===== config.mk =====
export PLATFORM = sky130hd
export DESIGN_NAME = dmem_arbiter
export DESIGN_NICKNAME = d
export VERILOG_FILES = /design/src/rtl/dmem_arbiter.sv
export SDC_FILE = /design/constraint.sdc
export NUM_CORES = 1
export LEC_CHECK = 0
export ABC_AREA = 0
export ABC_CLOCK_PERIOD_IN_PS = 3290
export CAP_MARGIN = 25
export CORE_ASPECT_RATIO = 1.25
export CORE_UTILIZATION = 43
export DETAILED_ROUTE_END_ITERATION = 10
export GPL_TIMING_DRIVEN = 0
export PLACE_DENSITY = 0.86
export RECOVER_POWER = 25
export SYNTH_ARGS = -nofsm -noshare
export SYNTH_HDL_FRONTEND = slang
export SYNTH_SLANG_ARGS = --single-unit

===== constraint.sdc =====
create_clock -name clk -period 3.29 [get_ports clk]
set_input_delay 0.658 -clock clk [delete_from_list [all_inputs] [get_ports clk]]
set_output_delay 0.658 -clock clk [all_outputs]
set_load 0.01 [all_outputs]

===== src/rtl/dmem_arbiter.sv =====
// rtl/dmem_arbiter.sv - CPU/DMA arbiter and access sequencer for the single-ported data memory
// DMEM_ARB_CPU_PRIO_EN: fixed CPU priority on ties; round-robin when undefined.
module dmem_arbiter #(
   parameter int DM_ADDRESS = 9,
   parameter int DATA_W     = 32
) (
   input  logic                  clk,
   input  logic                  reset,
   input  logic                  cpu_req,
   input  logic                  cpu_we,
   input  logic [DM_ADDRESS-1:0] cpu_addr,
   input  logic [DATA_W-1:0]     cpu_wdata,
   input  logic [2:0]            cpu_funct3,
   output logic                  cpu_gnt,
   output logic                  cpu_rvalid,
   output logic [DATA_W-1:0]     cpu_rdata,
   input  logic                  dma_req,
   input  logic                  dma_we,
   input  logic [DM_ADDRESS-1:0] dma_addr,
   input  logic [DATA_W-1:0]     dma_wdata,
   input  logic [2:0]            dma_funct3,
   output logic                  dma_gnt,
   output logic                  dma_rvalid,
   output logic [DATA_W-1:0]     dma_rdata,
   output logic                  MemRead,
   output logic                  MemWrite,
   output logic [DM_ADDRESS-1:0] a,
   output logic [DATA_W-1:0]     wd,
   output logic [2:0]            Funct3,
   input  logic [DATA_W-1:0]     rd,
   output logic                  busy
);

   typedef enum logic [1:0] {IDLE = 2'd0, ACCESS = 2'd1, RESP = 2'd2} state_t;

   state_t                state_q, state_d;
   logic                  sel_dma_q, sel_dma_d;
   logic                  we_q, we_d;
   logic [DM_ADDRESS-1:0] addr_q, addr_d;
   logic [DATA_W-1:0]     wdata_q, wdata_d;
   logic [2:0]            funct3_q, funct3_d;
   logic [DATA_W-1:0]     cpu_rdata_q, dma_rdata_q;
   logic                  pick_dma;
   logic                  in_access, in_resp;

`ifdef DMEM_ARB_CPU_PRIO_EN
   assign pick_dma = ~cpu_req;
`else
   // Pointer starts at DMA so the CPU wins the first tie; it only moves on ties.
   logic last_dma_q, last_dma_d;
   logic tie;
   assign tie        = cpu_req & dma_req;
   assign pick_dma   = tie ? ~last_dma_q : dma_req;
   assign last_dma_d = (state_q == IDLE && tie) ? pick_dma : last_dma_q;

   always_ff @(posedge clk) begin
      if (reset) last_dma_q <= 1'b1;
      else       last_dma_q <= last_dma_d;
   end
`endif

   always_comb begin
      state_d   = state_q;
      sel_dma_d = sel_dma_q;
      we_d      = we_q;
      addr_d    = addr_q;
      wdata_d   = wdata_q;
      funct3_d  = funct3_q;
      case (state_q)
         IDLE: begin
            if (cpu_req || dma_req) begin
               state_d   = ACCESS;
               sel_dma_d = pick_dma;
               we_d      = pick_dma ? dma_we     : cpu_we;
               addr_d    = pick_dma ? dma_addr   : cpu_addr;
               wdata_d   = pick_dma ? dma_wdata  : cpu_wdata;
               funct3_d  = pick_dma ? dma_funct3 : cpu_funct3;
            end
         end
         ACCESS:  state_d = we_q ? IDLE : RESP;
         RESP:    state_d = IDLE;
         default: state_d = IDLE;
      endcase
   end

   always_ff @(posedge clk) begin
      if (reset) begin
         state_q   <= IDLE;
         sel_dma_q <= 1'b0;
         we_q      <= 1'b0;
         addr_q    <= '0;
         wdata_q   <= '0;
         funct3_q  <= '0;
      end else begin
         state_q   <= state_d;
         sel_dma_q <= sel_dma_d;
         we_q      <= we_d;
         addr_q    <= addr_d;
         wdata_q   <= wdata_d;
         funct3_q  <= funct3_d;
      end
   end

   always_ff @(posedge clk) begin
      if (reset) begin
         cpu_rdata_q <= '0;
         dma_rdata_q <= '0;
      end else if (state_q == ACCESS && !we_q) begin
         if (sel_dma_q) dma_rdata_q <= rd;
         else           cpu_rdata_q <= rd;
      end
   end

   // Reset gates every strobe so nothing reaches memory or a requester mid-reset.
   assign in_access  = (state_q == ACCESS) & ~reset;
   assign in_resp    = (state_q == RESP) & ~reset;

   assign MemWrite   = in_access & we_q;
   assign MemRead    = in_access & ~we_q;
   assign a          = in_access ? addr_q   : '0;
   assign wd         = in_access ? wdata_q  : '0;
   assign Funct3     = in_access ? funct3_q : '0;
   assign cpu_gnt    = in_access & ~sel_dma_q;
   assign dma_gnt    = in_access & sel_dma_q;
   assign cpu_rvalid = in_resp & ~sel_dma_q;
   assign dma_rvalid = in_resp & sel_dma_q;
   assign cpu_rdata  = cpu_rdata_q;
   assign dma_rdata  = dma_rdata_q;
   assign busy       = (state_q != IDLE) & ~reset;

endmodule


# After elaboration in Yosys (flattened, before gate mapping)
# Cells that the tools add are included.
# Widths: inputs -> output; s select.
# op_classes
n_addsub	0
n_mul	0
div	0
magnitude_cmp	0
eq_ne	3
shift	0
muxes	11
n_bitwise	14
reduce_logical	9
# ops
op	n
$mux 32	2
$mux 9	2
$and 1x1->1	10
$mux 3	2
$reduce_and 2->1	3
$mux 2	2
$not 1->1	4
$pmux 2 s2	1
$eq 2x1->1 const B	1
$eq 2x2->1 const B	1
$logic_and 1x1->1	2
$logic_not 2->1	1
$mux 1	2
$ne 2x1->1 const B	1
$reduce_bool 2->1	1
$logic_not 1->1	1
$logic_or 1x1->1	1
# totals
regBits	113
latch_bits	0
ramBits	0
rom_bits	0
inputBits	126
out_inout_bits	115
wordCells	46
n_memories	0

# Longest topological paths before layout
# logic_depth
word_depth	3
depth_mapped	5
mapped_depth_nobuf	3

# Worst setup path after synthesis
# No wires, ideal clock.
# synth_path
path_kind	input-to-output
start	input reset
end	output cpu_rvalid
t_arrival_ps	1482
t_required_ps	2632
setup_slack_ps	1150
path_stages	3
n_path_buf	2
cell_sequence	clkbuf_1 -> clkbuf_1 -> nor4b_1
# synth_between
elab_chain_cells	3
# synth_lines
item	line_no	source
start, declared	8	input logic reset,
$not 1->1	116	assign in_resp = (state_q == RESP) & ~reset;
$and 1x1->1	116	
$and 1x1->1	125	assign cpu_rvalid = in_resp & ~sel_dma_q;
end, declared	15	output logic cpu_rvalid,
# No other way between the ends.

# Worst setup path in the final report
# layout_path
start	input reset
end	output MemRead
# layout_between
elab_chain_cells	3
# layout_lines
item	line_no	source
$not 1->1	115	assign in_access = (state_q == ACCESS) & ~reset;
$and 1x1->1	115	
$and 1x1->1	119	assign MemRead = in_access & ~we_q;
end, declared	25	output logic MemRead,
# No other way between the ends.

==> flow_summary.yaml <==
outcome:
  status: "finished clean"
flow_run:
  maxCapViolCount: 0
yosys:
  synth_cell_types: 25
  muxShareOfSynthArea_pct: 0
  yosysTopAreaCell: "dfxtp_1"
  synthAdderAreaFrac_pct: 0
  synth_top_family_by_area: "simple AND/OR/NAND/NOR gates"
  synth_cells: 611
  ys_seq_elements: 113
  avgSynthCellArea_sq_um: 7.74
  syn-num-nets: 737
  synth.area.top_cells: "dfxtp_1, nand2_1, a21oi_1, a311oi_1, and2_1"
  synthSimpleGateAreaFrac_pct: 26.1
  synth_xor_area_share_pct: 0
  synth_top_area_share_pct: 47.8
  syn-cell-area_sq_mm: 0.00473
  synth-compound-area-share_pct: 21.0
  ys_seq_area_share_pct: 47.8
  yosysWarnings: 0
clocking:
  cts_max_path_buffers: 2
  cts_tree: "built"
  ctsResizeCount: 3
  h-tree-depth: 4
  root_buffer: "clkbuf_16"
  cts_setup_buffers: 0
  cts_hold_buffers: 0
  cts_made_buffers: 17
  clock_latency_ns: 0.41
  path_clk_slew_ns: 0.05
  cts.sinks: 113
cells_and_area:
  design_area_sq_mm: 0.00794
  ff_latch_area_sq_mm: 0.00226
  layout_common_cells: "clkdlybuf4s50_1, nand2_1, dfxtp_1"
  nFillCells: 792
  drive_above_1_share_pct: 7.26
  syn_to_final_growth_pct: 67.8
  multi_input_area_sq_mm: 0.00223
  layout.nets: 996
  num_antenna_cells: 0
  final_common_cell: "clkdlybuf4s50_1"
floorplanning:
  io_pins: 241
  rows: 42
  core_area_sq_mm: 0.0107
  floorplan.initialDensity_pct: 44.3
  die_y_microns: 119
  die_w_microns: 95.8
  dieArea_sq_mm: 0.0114
place:
  dp_hpwl_microns: 12100
  place_area_sq_mm: 0.00730
  gp_congestion: 0.810
  post-place-ws_ns: -0.175
  portBuffers: 240
sta:
  max_freq_mhz: 321
  layout_min_cycle_time_ns: 3.12
  clock_skew_ns: 0.0123
  worst_pin_slew_ns: 1.22
  final.period_utilization_pct: 94.7
  rsz0062_at_grt: "false"
  holdWs_ns: 0.451
  setup_viol: 0
  final_hold_viol_count: 0
  drv_slew: 0
  setup_ws_ns: 0.174
  finalSetupTns_ns: 0
  max_slew_margin_pct: 18.0
global_routing:
  overflow: 0
  grt_antenna_before_repair: 0
  grt_max_degree: 17
  track_usage_pct: 29.2
  grt_pass1_vias: 5311
  grt_pass1_wl_microns: 25600
detailed_routing:
  wirelength_microns: 16500
  drc: 0
  vias_per_cell: 5.30
  wl_per_cell_microns: 16.3
  dr_total_vias: 5373
  drtPass1Iterations: 5
  final_antenna_net_count: 0
  drtIter0Drc: 224
critical_path:
  end_kind: "output port"
  cp.arrival_ns: 2.46
  timing.rr.start: "last_dma_q$_SDFFE_PP1P_"
  crit_required_ns: 2.63
  cp-start-kind: "input port"
  crit_type: "in2out"
  timing.rr.end: "wdata_q[1]$_SDFFE_PP0P_"
  reg2regPathDepth: 4
  r2r_slack_ns: 1.14
  crit_fanout: 10
power:
  p_sw_uw: 990
  power.share.sequential_pct: 37.1
  comb_power_share_pct: 15.9
  finalPower_mw: 4.12
  intPower_mw: 3.13
  clkPwrFrac_pct: 47.0
  swShare_pct: 24.0
  p_leak_nw: 3.00
  irDropWorstVdd_uv: 304
  power.density_mw_per_mm2: 519
worst_hold_path:
  min_to: "dma_rdata[25]$_SDFFE_PP0P_"
  hold-path-cell-count: 2
  hold_class: "reg2reg"
  holdCritStartpoint: "dma_rdata[25]$_SDFFE_PP0P_"
[state kept, by name, indices dropped and copies added (netlist names)]
name        count
dma_rdata      32
wdata_q        32
funct3_q        3
cpu_rdata      32
addr_q          9
we_q            1
sel_dma_q       1
last_dma_q      1
state_q         2
[power by group through the flow]
stage	combinational [mW]	sequential (mW)	clock [mW]
detailed placement	0.651	1.55	0
CTS	0.659	1.53	1.95
global placement	0.635	1.55	0
floorplan	0.296	1.55	0
finish	0.656	1.53	1.94
global route	0.713	1.54	2.02
[Yosys cell counts]
cell type  count
buf_4          1
nand2_1      218
a31o_2         1
buf_2         23
nor4b_2        1
clkbuf_1      31
and2_1        47
or2_1          1
a21o_1         1
nor2_1         3
a21oi_1      110
dfxtp_1      113
or4b_1         1
nand2b_1       1
nand3_1        1
a21bo_2        2
nor4b_1        1
buf_1          1
nand4_1        1
nand4bb_1      1
nor2b_1        1
nor3_1         3
a311oi_1      45
a21boi_2       1
nor4bb_1       2
[routing by layer]
layer  routed length (microns)  track usage (%)  part of all wire (%)
met4                       428             9.79                   2.6
met2                      8860             54.2                    54
met3                      1250             10.4                   7.5
met5                         0                0                     0
met1                      5970             29.2                    36
[cell type report]
type,instances,area share (%)
Clock buffer,21,5.93
Multi-Input combinational cell,442,28.1
Buffer,56,3.14
Sequential cell,113,28.5
Timing Repair Buffer,240,30.3
Tap cell,132,2.08
Clock inverter,10,1.99
[worst max-delay path, stage by stage]
cell	delay, ns
clkdlybuf4s50_1	0.46
clkbuf_2	0.24
clkbuf_2	0.27
nor3_1	0.22
clkdlybuf4s50_1	0.62
[logic make-up (layout without fill, tap and decap cells)]
group	after synthesis	after routing
AND/OR/NAND/NOR	282	282
AO/OA/AOI/OAI	160	160
buffers and inverters	56	327
flip-flops	113	113
[stage by stage]
step / util, % / instances
after floorplan: - / 611
after global placement: 68.4 / 983
after detailed placement: 68.4 / 983
after CTS: 74.3 / 1014
after global routing: 74.4 / 1014
final: 74.4 / 1014
[worst max-delay path by stage]
stage / to / from / cells after the start / slack [ns]
after floorplan: cpu_rvalid / reset / 3 / 1.15
after global placement: wd[10] / reset / 5 / -0.13
after detailed placement: wd[3] / reset / 5 / -0.18
after CTS: wd[3] / reset / 5 / 0.006
after global routing: wd[0] / reset / 5 / 0.09
final: MemRead / reset / 5 / 0.17
No activity file was read; power rests on OpenSTA's default activity.
==> RTL edit, RTL diff (same flow settings) <==
Change the parameter `DATA_W` from 32 to 48.
--- a/src/rtl/dmem_arbiter.sv
+++ b/src/rtl/dmem_arbiter.sv
@@ -2,7 +2,7 @@
 // DMEM_ARB_CPU_PRIO_EN: fixed CPU priority on ties; round-robin when undefined.
 module dmem_arbiter #(
    parameter int DM_ADDRESS = 9,
-   parameter int DATA_W     = 32
+   parameter int DATA_W     = 48
 ) (
    input  logic                  clk,
    input  logic                  reset,
Ports: changed (6 resized); port bits go from 241 to 337. No check against the original RTL was run, so the function may have changed too.
==> RTL edit against the original RTL <==
- cell area grew 38%
- power grew 26%
- combinational power grew 44%
- global-route usage grew 0.52 points
- setup slack lost 45 ps
- wire length grew 46%
- sequential cell count grew 48
- synthesized area grew 42%
- final cell count grew 41%
- critical endpoint is now a[1]
- largest power group is now registers
==> RTL edit: results (changes against the original RTL) <==
metric,value,unit,change
yosys-top-cells-area,"sky130_fd_sc_hd__dfxtp_1 (48%), sky130_fd_sc_hd__nand2_1 (18%), sky130_fd_sc_hd__a21oi_1 (12%)",,
ys_seq_area_share,48.0,%,+0.21 points
worst_hold_path_type,reg2reg,,
layout_cell_share_with_drive_strength_beyond_1,5.39,%,-1.9 points
clock-skew-final,11.6,ps,-0.661 ps
detailed_place_hpwl,18200,um,+51%
power.static_leakage,3.93,nW,+31%
wirelength_met1,8710,um,+46%
worstPathArrival,2500,ps,+40 ps
grt_max_degree,17,,unchanged
critical-path-slowest-cell,sky130_fd_sc_hd__clkdlybuf4s50_1,,
insertion_delay,420,ps,
dr.first_iter.drc_count,432,,+93%
dr_wl_met3,1910,um,+53%
reg2regPathDepth,5,,+1
finalHoldViolCount,0,,unchanged
status,finished clean,,
route.detailed.wl_per_inst,16.9,um,+3.6%
synth.lib_cells_used.distinct,28,,+12%
total_switching_power,1.35,mW,+36%
yosysWarningCount,0,,unchanged
synth-adder-area-share,0,%,unchanged
dr.pass1.iters,6,,+1
synth_top_cells_by_count,"sky130_fd_sc_hd__nand2_1 (314), sky130_fd_sc_hd__dfxtp_1 (161), sky130_fd_sc_hd__a21oi_1 (158)",,
routed_wirelength,24200,um,+46%
met2_usage,54.8,%,+0.57 points
route.met2.wl,12600,um,+42%
synth.avg_cell_area,7.82,um2,+1.0%
grtUsageTotal,29.7,%,+0.52 points
syn-num-nets,1032,,+40%
max-clock-path-buffers,2,,unchanged
path_clk_slew,60,ps,
synth_compound_gate_area_share,21.2,%,+0.22 points
critical-path-max-stage-delay,560,ps,-60 ps
dpl_cell_area,0.0103,mm2,+41%
preCtsSetupSlack,67.2,ps,+243 ps
holdPathStages,2,,unchanged
numCtsBuffers,17,,unchanged
cpLargestDelayFamily,buffers and inverters,,
via_per_inst,5.25,,-0.95%
share_of_cell_area_taken_by_muxes_after_synthesis,0,%,unchanged
grt_pass1_vias,7332,,+38%
rrSetupSlack,1270,ps,+130 ps
clk_root_buffer_cell,sky130_fd_sc_hd__clkbuf_16,,
synthXorXnorAreaFrac,0,%,unchanged
cp_max_fo,10,,unchanged
hold_end,cpu_rdata[21]$_SDFFE_PP0P_,,
worst_hold_startpoint,cpu_rdata[21]$_SDFFE_PP0P_,,
slew-limit-headroom,53.6,%,+36 points
final.fill_count,1210,,+53%
critical_path.reg2reg.startpoint,we_q$_SDFFE_PP0P_,,
grt_pass1_wl,37200,um,+45%
most_common_flop_cell_mapped_by_yosys,sky130_fd_sc_hd__dfxtp_1,,
routabilityCongestion,0.843,,+4.1%
capture_point_of_the_worst_reg_to_reg_path,dma_rdata[46]$_SDFFE_PP0P_,,
grtUsageMet3,7.65,%,-2.8 points
placed_cells_incl_taps,1401,,+43%
peakVddDrop,0.279,mV,-8.3%
met1_usage,30.7,%,+1.5 points
port_buffers,335,,+40%
## RTL edit: changes by cell type after synthesis, sizes merged
cell,before,now
a311oi,45,61
dfxtp,113,161
nand2,218,314
clkbuf,31,55
and2,47,63
nor4bb,2,1
buf,25,24
a21oi,110,158
and4bb,0,1
## RTL edit: how the worst max path moves through the flow
stage / slack (ps) / cells past startpoint / endpoint / from
2_1_floorplan: 1150 / 4 / MemRead / reset
3_3_place_gp: 90 / 5 / a[1] / reset
3_5_place_dp: 70 / 5 / a[1] / reset
4_1_cts: 9 / 5 / wd[43] / state_q[0]$_SDFFE_PP0P_
5_1_grt: 9 / 5 / wd[1] / state_q[0]$_SDFFE_PP0P_
6_report: 130 / 5 / a[1] / state_q[0]$_SDFFE_PP0P_
## RTL edit: area by class of cell
cell class                      instances  area (um2)  share of cell area, %
Multi-Input combinational cell        618        3130                   28.5
Tap cell                              208         260                   2.38
Clock buffer                           22         474                   4.33
Buffer                                 79         369                   3.37
Clock inverter                         10         148                   1.35
Sequential cell                       161        3220                   29.4
Timing Repair Buffer                  335        3350                   30.6
## RTL edit: repair_timing
action                     CTS  global route
pin swaps                    0             0
gates cloned                 0             0
resized for setup            3             7
setup endpoints to repair   60            59
setup buffers                0             0
## RTL edit: power groups by stage
stage | clock network (mW) | logic, mW | registers (mW)
after floorplan | 0 | 0.432 | 2.21
after global placement | 0 | 0.923 | 2.20
after detailed placement | 0 | 0.937 | 2.21
after CTS | 2.09 | 0.945 | 2.17
after global routing | 2.18 | 1.02 | 2.18
final | 2.08 | 0.944 | 2.17
## RTL edit: per-stage QoR
stage,hold slack (ps),util (%),total power [mW]
global route,471,72.4,5.38
global placement,441,68.2,3.12
finish,452,72.4,5.19
floorplan,481,-,2.64
CTS,455,72.3,5.20
detailed placement,446,68.2,3.15
